===== src/rtl/audio_chan_engine.sv =====
// Multi-channel audio engine: per-channel first-order IIR (bypass/LPF/HPF/mute) feeding a FWFT output FIFO.
// Four cycles from acceptance to FIFO write; a full FIFO stalls the FSM in PUSH and samples arriving meanwhile are dropped.
module audio_chan_engine #(
  parameter  int N        = 10,
  parameter  int CHANNELS = 2,
  parameter  int COEF_W   = 16,
  parameter  int DEPTH    = 4,
  localparam int CW       = (CHANNELS > 1) ? $clog2(CHANNELS) : 1,
  localparam int LW       = $clog2(DEPTH) + 1
) (
  input  logic                       clk,
  input  logic                       reset,
  input  logic                       in_valid,
  input  logic [CW-1:0]              in_ch,
  input  logic [N-1:0]               in_data,
  output logic                       in_ready,
  input  logic [2*CHANNELS-1:0]      mode,
  input  logic [COEF_W*CHANNELS-1:0] alpha,
  output logic                       out_valid,
  output logic [N-1:0]               out_data,
  output logic [CW-1:0]              out_ch,
  input  logic                       out_ready,
  output logic [LW-1:0]              fifo_level,
  output logic [7:0]                 drop_count
);

  localparam int W  = N + COEF_W;
  localparam int PW = $clog2(DEPTH);
  localparam logic [N-1:0] MID   = N'(1) << (N - 1);
  localparam logic [W-1:0] Y_RST = {MID, {COEF_W{1'b0}}};

  typedef enum logic [2:0] {IDLE, LOAD, MUL, ACC, PUSH} state_t;
  state_t state, state_nxt;

  logic [N-1:0]      x_r;
  logic [CW-1:0]     ch_r;
  logic [1:0]        mode_r;
  logic [COEF_W-1:0] alpha_r;
  logic signed [W:0]   d_r;
  logic signed [W+1:0] p_r;
  logic [N-1:0]      res_r;
  logic [W-1:0]      y_reg [CHANNELS];

  logic [N-1:0]  mem_dat [DEPTH];
  logic [CW-1:0] mem_ch  [DEPTH];
  logic [PW-1:0] wr_ptr, rd_ptr;

  logic ch_ok, accept, pop, push_ok;
  assign ch_ok     = 32'(in_ch) < CHANNELS;
  assign in_ready  = (state == IDLE);
  assign accept    = in_valid & in_ready & ch_ok;
  assign out_valid = (fifo_level != '0);
  assign pop       = out_valid & out_ready;
  assign push_ok   = (state == PUSH) & ((fifo_level < LW'(DEPTH)) | pop);
  assign out_data  = mem_dat[rd_ptr];
  assign out_ch    = mem_ch[rd_ptr];

  always_ff @(posedge clk) begin
    if (reset) state <= IDLE;
    else       state <= state_nxt;
  end

  always_comb begin
    state_nxt = state;
    case (state)
      IDLE:    if (accept) state_nxt = LOAD;
      LOAD:    state_nxt = MUL;
      MUL:     state_nxt = ACC;
      ACC:     state_nxt = PUSH;
      PUSH:    if (push_ok) state_nxt = IDLE;
      default: state_nxt = IDLE;
    endcase
  end

  // Filter arithmetic; operands are sign/zero extended to the product width so nothing wraps.
  logic [W-1:0]               y_cur;
  logic signed [W+COEF_W+1:0] d_ext, a_ext, prod;
  logic signed [W+1:0]        ysum;
  logic [W-1:0]               ynew;
  logic [N-1:0]               lpf;
  logic signed [N+1:0]        hsum;
  logic [N-1:0]               hpf;
  logic                       unused_prod_bits;

  assign y_cur = y_reg[ch_r];
  assign d_ext = {{(COEF_W+1){d_r[W]}}, d_r};
  assign a_ext = {{(W+2){1'b0}}, alpha_r};
  assign prod  = d_ext * a_ext;
  assign unused_prod_bits = ^prod[COEF_W-1:0];
  assign ysum  = $signed({2'b00, y_cur}) + p_r;
  assign lpf   = ynew[W-1:COEF_W];
  assign hsum  = $signed({2'b00, x_r}) - $signed({2'b00, lpf}) + $signed({2'b00, MID});

  always_comb begin
    ynew = ysum[W-1:0];
    if (ysum[W+1])  ynew = '0;
    else if (ysum[W]) ynew = '1;
    hpf = hsum[N-1:0];
    if (hsum[N+1])  hpf = '0;
    else if (hsum[N]) hpf = '1;
  end

  always_ff @(posedge clk) begin
    if (reset) begin
      x_r     <= '0;
      ch_r    <= '0;
      mode_r  <= '0;
      alpha_r <= '0;
      d_r     <= '0;
      p_r     <= '0;
      res_r   <= '0;
      for (int i = 0; i < CHANNELS; i++) y_reg[i] <= Y_RST;
    end else begin
      if (accept) begin
        x_r     <= in_data;
        ch_r    <= in_ch;
        mode_r  <= mode[int'(in_ch)*2 +: 2];
        alpha_r <= alpha[int'(in_ch)*COEF_W +: COEF_W];
      end
      if (state == LOAD) d_r <= $signed({1'b0, x_r, {COEF_W{1'b0}}}) - $signed({1'b0, y_cur});
      if (state == MUL)  p_r <= prod[W+COEF_W+1:COEF_W];
      if (state == ACC) begin
        y_reg[ch_r] <= ynew;
        case (mode_r)
          2'b00:   res_r <= x_r;
          2'b01:   res_r <= lpf;
          2'b10:   res_r <= hpf;
          default: res_r <= MID;
        endcase
      end
    end
  end

  // A full FIFO still accepts the stalled push on a pop cycle; the freed slot is the one being written.
  always_ff @(posedge clk) begin
    if (reset) begin
      wr_ptr     <= '0;
      rd_ptr     <= '0;
      fifo_level <= '0;
      drop_count <= '0;
      for (int i = 0; i < DEPTH; i++) begin
        mem_dat[i] <= '0;
        mem_ch[i]  <= '0;
      end
    end else begin
      if (push_ok) begin
        mem_dat[wr_ptr] <= res_r;
        mem_ch[wr_ptr]  <= ch_r;
        wr_ptr          <= wr_ptr + 1'b1;
      end
      if (pop) rd_ptr <= rd_ptr + 1'b1;
      case ({push_ok, pop})
        2'b10:   fifo_level <= fifo_level + 1'b1;
        2'b01:   fifo_level <= fifo_level - 1'b1;
        default: fifo_level <= fifo_level;
      endcase
      if (in_valid && (!in_ready || !ch_ok) && drop_count != 8'hFF)
        drop_count <= drop_count + 1'b1;
    end
  end

endmodule

===== config.mk =====
export PLATFORM = sky130hd
export DESIGN_NAME = audio_chan_engine
export DESIGN_NICKNAME = d
export VERILOG_FILES = /design/src/rtl/audio_chan_engine.sv
export SDC_FILE = /design/constraint.sdc
export NUM_CORES = 2
export LEC_CHECK = 0
export ABC_AREA = 1
export BUFFER_PORTS_ARGS = -buffer_cell sky130_fd_sc_hd__buf_2
export CORE_AREA = 2 2 299 183
export CTS_CLUSTER_DIAMETER = 100
export CTS_CLUSTER_SIZE = 24
export DETAILED_ROUTE_END_ITERATION = 10
export DIE_AREA = 0 0 301 185
export PLACE_DENSITY = 0.71
export SLEW_MARGIN = 25
export SYNTH_ARGS = -nofsm -noshare
export SYNTH_HDL_FRONTEND = slang
export SYNTH_SLANG_ARGS = --single-unit

===== constraint.sdc =====
create_clock -name clk -period 6.7 [get_ports clk]
set_input_delay 0.67 -clock clk [delete_from_list [all_inputs] [get_ports clk]]
set_output_delay 0.67 -clock clk [all_outputs]
set_load 0.02 [all_outputs]

* Word level (Yosys, flattened, before mapping) *
Memories as Yosys holds them, arrays and structs flattened. A register that Yosys moved wholly into a read port is not among the register bits.
Index checks and enable logic that the tools add are counted.

storage, ports and cells
  flip-flop bits (word level) = 112
  memory bits (writable) = 96
  input port bits = 51
  output and inout bits = 24
  logic and storage cells = 86
  memories = 3

operators by class
  add/sub/neg operators = 9
  $mul = 1
  magnitude comparators = 1
  eq/ne operators = 11
  shift operators = 2
  mux-type cells = 32
  bitwise gates (word level) = 4
  reduce and logical (&&, ||, !) cells = 11

memory list
  memory   words  width  read ports  clocked after memory_dff  wr ports  RTL line  source
  y_reg    2      26     1           1                         2         42        logic [W-1:0] y_reg [CHANNELS];
  mem_dat  4      10     1           1                         4         44        logic [N-1:0] mem_dat [DEPTH];
  mem_ch   4      1      1           1                         4         45        logic [CW-1:0] mem_ch [DEPTH];

operators by type and width
  operator                                              number
  two-way mux 26 bit                                    3
  multiplier 27 x 17 -> 44 bit                          1
  indexed part select 32 x 6 -> 16 bit                  1
  two-way mux 10 bit                                    3
  one-hot mux 10 bit (3 select lines)                   1
  adder 27 x 28 -> 28 bit                               1
  subtractor 26 x 26 -> 27 bit                          1
  OR reduction 26 bit                                   1
  two-way mux 1 bit                                     15
  one-hot mux 3 bit (5 select lines)                    1
  adder 11 x 11 -> 12 bit (second input constant)       1
  two-way mux 2 bit                                     6
  subtractor 10 x 10 -> 11 bit                          1
  OR reduction 10 bit                                   1
  adder 8 x 1 -> 8 bit (second input constant)          1
  inequality test 8 bit (second input constant)         1
  equality test 3 x 2 -> 1 bit (second input constant)  2
  two-way mux 3 bit                                     2
  one-hot mux 3 bit (2 select lines)                    1
  adder 2 x 1 -> 2 bit (second input constant)          2
  equality test 2 x 1 -> 1 bit (second input constant)  2
  equality test 2 bit (second input constant)           2
  indexed part select 4 x 3 -> 2 bit                    1
  adder 3 x 1 -> 3 bit (second input constant)          1
  16 further kinds                                      19

* Longest topological paths before layout *
  word-level depth = 9
  mapped depth = 38
  depth with buffers taken out = 34

* Least setup slack after synthesis *
OpenSTA, ideal clock, no wires.

  path type = flip-flop to flip-flop
  start = reg d_r[26]
  end = reg p_r[26]
  setup time = 0.115 ns
  arrival time = 5.609 ns
  required time = 6.585 ns
  path slack = 0.976 ns
  stages on the path, launching flop included = 25
  path buffers = 2
  period minus slack after synthesis = 5.724 ns
  cell sequence = dfxtp_1 clkbuf_1 clkbuf_1 nand2_1 fa_1 inv_1 fa_1 fa_1 inv_1 fa_1 inv_1 fa_1 inv_1 fa_1 inv_1 ha_1 inv_1 nor3_1 nand2_1 nor3_1 nand4_1 nand3_1 nor2_1 o21ai_0 inv_1

on the way
  longest elaborated chain between the ends = 1

ends and longest elaborated chain
  element                       RTL line  source
  start: declaration            39        logic signed [W:0] d_r;
  start signal: assignment      120       if (state == LOAD) d_r <= $signed({1'b0, x_r, {COEF_W{1'b0}}}) - $signed({1'b0, y_cur});
  multiplier 27 x 17 -> 44 bit  88        assign prod = d_ext * a_ext;
  end signal: assignment        121       if (state == MUL) p_r <= prod[W+COEF_W+1:COEF_W];
  end: declaration              40        logic signed [W+1:0] p_r;

No other way between the ends.
A chain may end at the register's enable or synchronous reset.

* Worst setup path after layout *
Same ends and word-level chain as after synthesis.

==> reports/metrics.yaml <==
job:
  drv_cap: 0
power_and_ir_drop:
  p_per_area_nw_per_um2: 149
  power_mw: 4.57
  peakVddDrop_mv: 0.150
  power_leakage_nw: 16.7
finish:
  diodes: 0
  layout-drive-gt1-share: 0.0680
  areaGrowthSynthToFinish_pct: 6.44
  largest_reg_flops: 52
  nFillCells: 5051
  final_cell_area_um2: 30700
  fin_util: 0.577
  nets: 4591
  layout_commonest_cell: "inv_1"
  final_cell_mix: "998 x inv_1, 968 x nand2_1, 419 x fa_1"
synthesis:
  ys_ff_latch: 211
  synth_cell_types: 54
  synth-compound-area-share: 0.0742
  syn_avg_cell_area_um2: 7.34
  synth_edf_count: 96
  ys_warn_count: 0
  yosysSeqAreaShare: 0.180
  synthArstFlopShare: 0
  synth_top_family_by_area: "adder cells"
  synth_xor_area_frac: 0.0140
  synth_area_um2: 28900
  synthMuxAreaShare: 0.00546
  synth_fp_nets: 4563
  dominantRegCellSynth: "dfxtp_1"
  synthCells: 3937
  synthSimpleGateAreaFrac: 0.216
  synthAdderAreaFrac: 0.358
placed_design:
  place_area_um2: 30300
  gp_congestion: 1.05
  portBuffers: 74
  dp.final_hpwl_mm: 69.1
die:
  coreArea_um2: 53300
  die_height_um: 185
  io_pins: 75
  std_cell_rows: 66
  start_util: 0.542
  dieArea_um2: 55700
  die_w_um: 301
critical_path:
  cp_cell_sequence: "buf_4 > nand2_1 > inv_1 > fa_1 > fa_2 > fa_1 > fa_1 > inv_1 > fa_1 > inv_1 > fa_1 > ha_1 > nand2_1 > nor3_1 > nand2_1 > nor3_2 > nand4_1 > nand3_1 > nor2_1 > o21ai_0 > inv_1"
  start_kind: "flip-flop"
  arrival_ns: 6.99
  critical_path_buf_inv_count: 5
  r2r-start: "d_r[26]"
  critPathTopFamily: "adder cells"
  end_kind: "flip-flop"
  cp.depth: 21
  crit_type: "flip-flop to flip-flop"
  crit_start: "d_r[26]"
  critical_path.most_common_cell: "fa_1"
  critPathMaxStageDelay_ns: 0.82
  critPathRequiredTime_ns: 7.10
  cp_slowest_cell: "fa_2"
  critPathMaxFanout: 12
  r2r_slack_ns: 0.11
  rr_worst_depth: 21
  r2r_end: "p_r[26]"
clock_tree:
  cts.sinks: 211
  cts_tree: "built"
  h-tree-depth: 1
  cts_root_buffer: "clkbuf_16"
  clockBufferDepth: 3
  worstSkewPairLatency_ns: 0.53
  cts_made_buffers: 13
  cts_hold_buf: 0
  cts.clk_slew.worst_paths_ns: 0.11
sta:
  setup-tns-final_ns: 0
  fmax_ghz: 0.152
  finalSetupViolCount: 0
  finClkSkew_ns: 0.0428
  tightestPinTransition_ns: 0.716
  hold_viol: 0
  whs_ns: 0.421
  min_period_ns: 6.59
  post-route-period-util: 0.984
  rsz0062_at_grt: "yes"
  slew_viol_final: 0
  slew_headroom: 0.522
status:
  outcome: "completed"
global_routing:
  overflow: 0
  grtUsageTotal: 0.309
  grt_pass1_vias: 23700
  grt_pass1_wl_mm: 133
  grt_max_degree: 45
  antenna_found_initial: 0
drt:
  via_count: 24700
  dr.pass1.iters: 6
  final_antenna_net_count: 0
  routed_wl_mm: 82.5
  drc_errors: 0
  wire_per_inst_um: 17.6
  drtIter0Drc: 2992
  viasPerCell: 5.27
hold_path:
  hp-class: "input pin to flip-flop"
  holdPathStages: 3
  holdPathEnd: "x_r[2]"
  hold_path.startpoint: "in_data[2]"
==> power by group <==
part	leakage, nW	internal (mW)	total, mW	switching, mW
sequential	1.93	1.42	1.52	0.0992
clock	0.188	0.378	0.879	0.501
combinational	14.6	0.738	2.17	1.43
==> per-stage QoR <==
step / std cells / worst slack (ns)
2_1_floorplan: 3937 / 0.976
3_3_place_gp: 4664 / 0.209
3_5_place_dp: 4664 / 0.0911
4_1_cts: 4686 / 0.0321
5_1_grt: 4686 / -0.113
6_report: 4686 / 0.110
==> synth_stat cells, drive strengths merged, types with 3 or more instances <==
master	instances	area (µm²)
o22ai	11	68.8
buf	31	145
o21bai	19	143
a31oi	8	50.1
nor4	5	31.3
o211ai	11	82.6
xor2	34	298
or2	14	87.6
a211oi	11	82.6
o21a	8	60.1
ha	155	1940
a21boi	3	22.5
dfxtp	115	2300
nand3	125	631
nand2	986	3760
a22oi	7	52.6
fa	420	8410
clkbuf	127	480
a21oi	137	689
o21ai	151	771
nor3	32	176
a21o	9	67.6
and2	3	18.8
edfxtp	96	2880
nand4	22	138
nor2	355	1370
xnor2	12	105
inv	1005	3770
mux2	14	158
==> worst reg2reg max path, cell delays in order, from the launching register on <==
cell	delay, ns
dfxtp_1	0.50
buf_4	0.27
nand2_1	0.07
inv_1	0.07
fa_1	0.58
fa_2	0.82
fa_1	0.51
fa_1	0.54
inv_1	0.05
fa_1	0.47
inv_1	0.05
fa_1	0.44
ha_1	0.37
nand2_1	0.14
nor3_1	0.28
nand2_1	0.25
nor3_2	0.24
nand4_1	0.32
nand3_1	0.25
nor2_1	0.05
o21ai_0	0.17
inv_1	0.05
==> logic make-up (layout without fill, tap and decap cells) <==
family | Yosys count | after routing
flops | 211 | 211
xor+xnor | 46 | 46
buf+inv | 1164 | 1199
fa+ha+maj | 575 | 575
mux | 14 | 14
compound gates | 381 | 381
simple gates | 1546 | 1546
==> per-layer routing <==
metal  wire length, µm  global-route usage
met2             31300               0.414
met3             10600              0.0943
met5                29             0.00441
met4              1200              0.0438
met1             39400               0.489
==> repair_timing <==
item                                    CTS  global route
gates resized for setup                   0            10
endpoints found under the setup margin    0             7
setup buffers                             0             0
==> worst max path at each step <==
stage / end / slack [ns]
after floorplan: p_r[26] / 0.98
after global placement: p_r[26] / 0.21
after detailed placement: p_r[26] / 0.09
after CTS: p_r[26] / 0.03
after global routing: p_r[26] / -0.11
final: p_r[26] / 0.11
==> area by class of cell <==
| cell class | instances | area (µm²) | area share |
|---|---|---|---|
| inverter | 1006 | 3780 | 0.123 |
| timing repair buffer | 171 | 1160 | 0.0378 |
| multi-input combinational | 2562 | 19300 | 0.629 |
| clock inverter | 4 | 45.0 | 0.00147 |
| sequential | 211 | 5190 | 0.169 |
| tap | 714 | 893 | 0.0291 |
| clock buffer | 18 | 344 | 0.0112 |
Note: power is estimated with default switching activity, not from simulation.
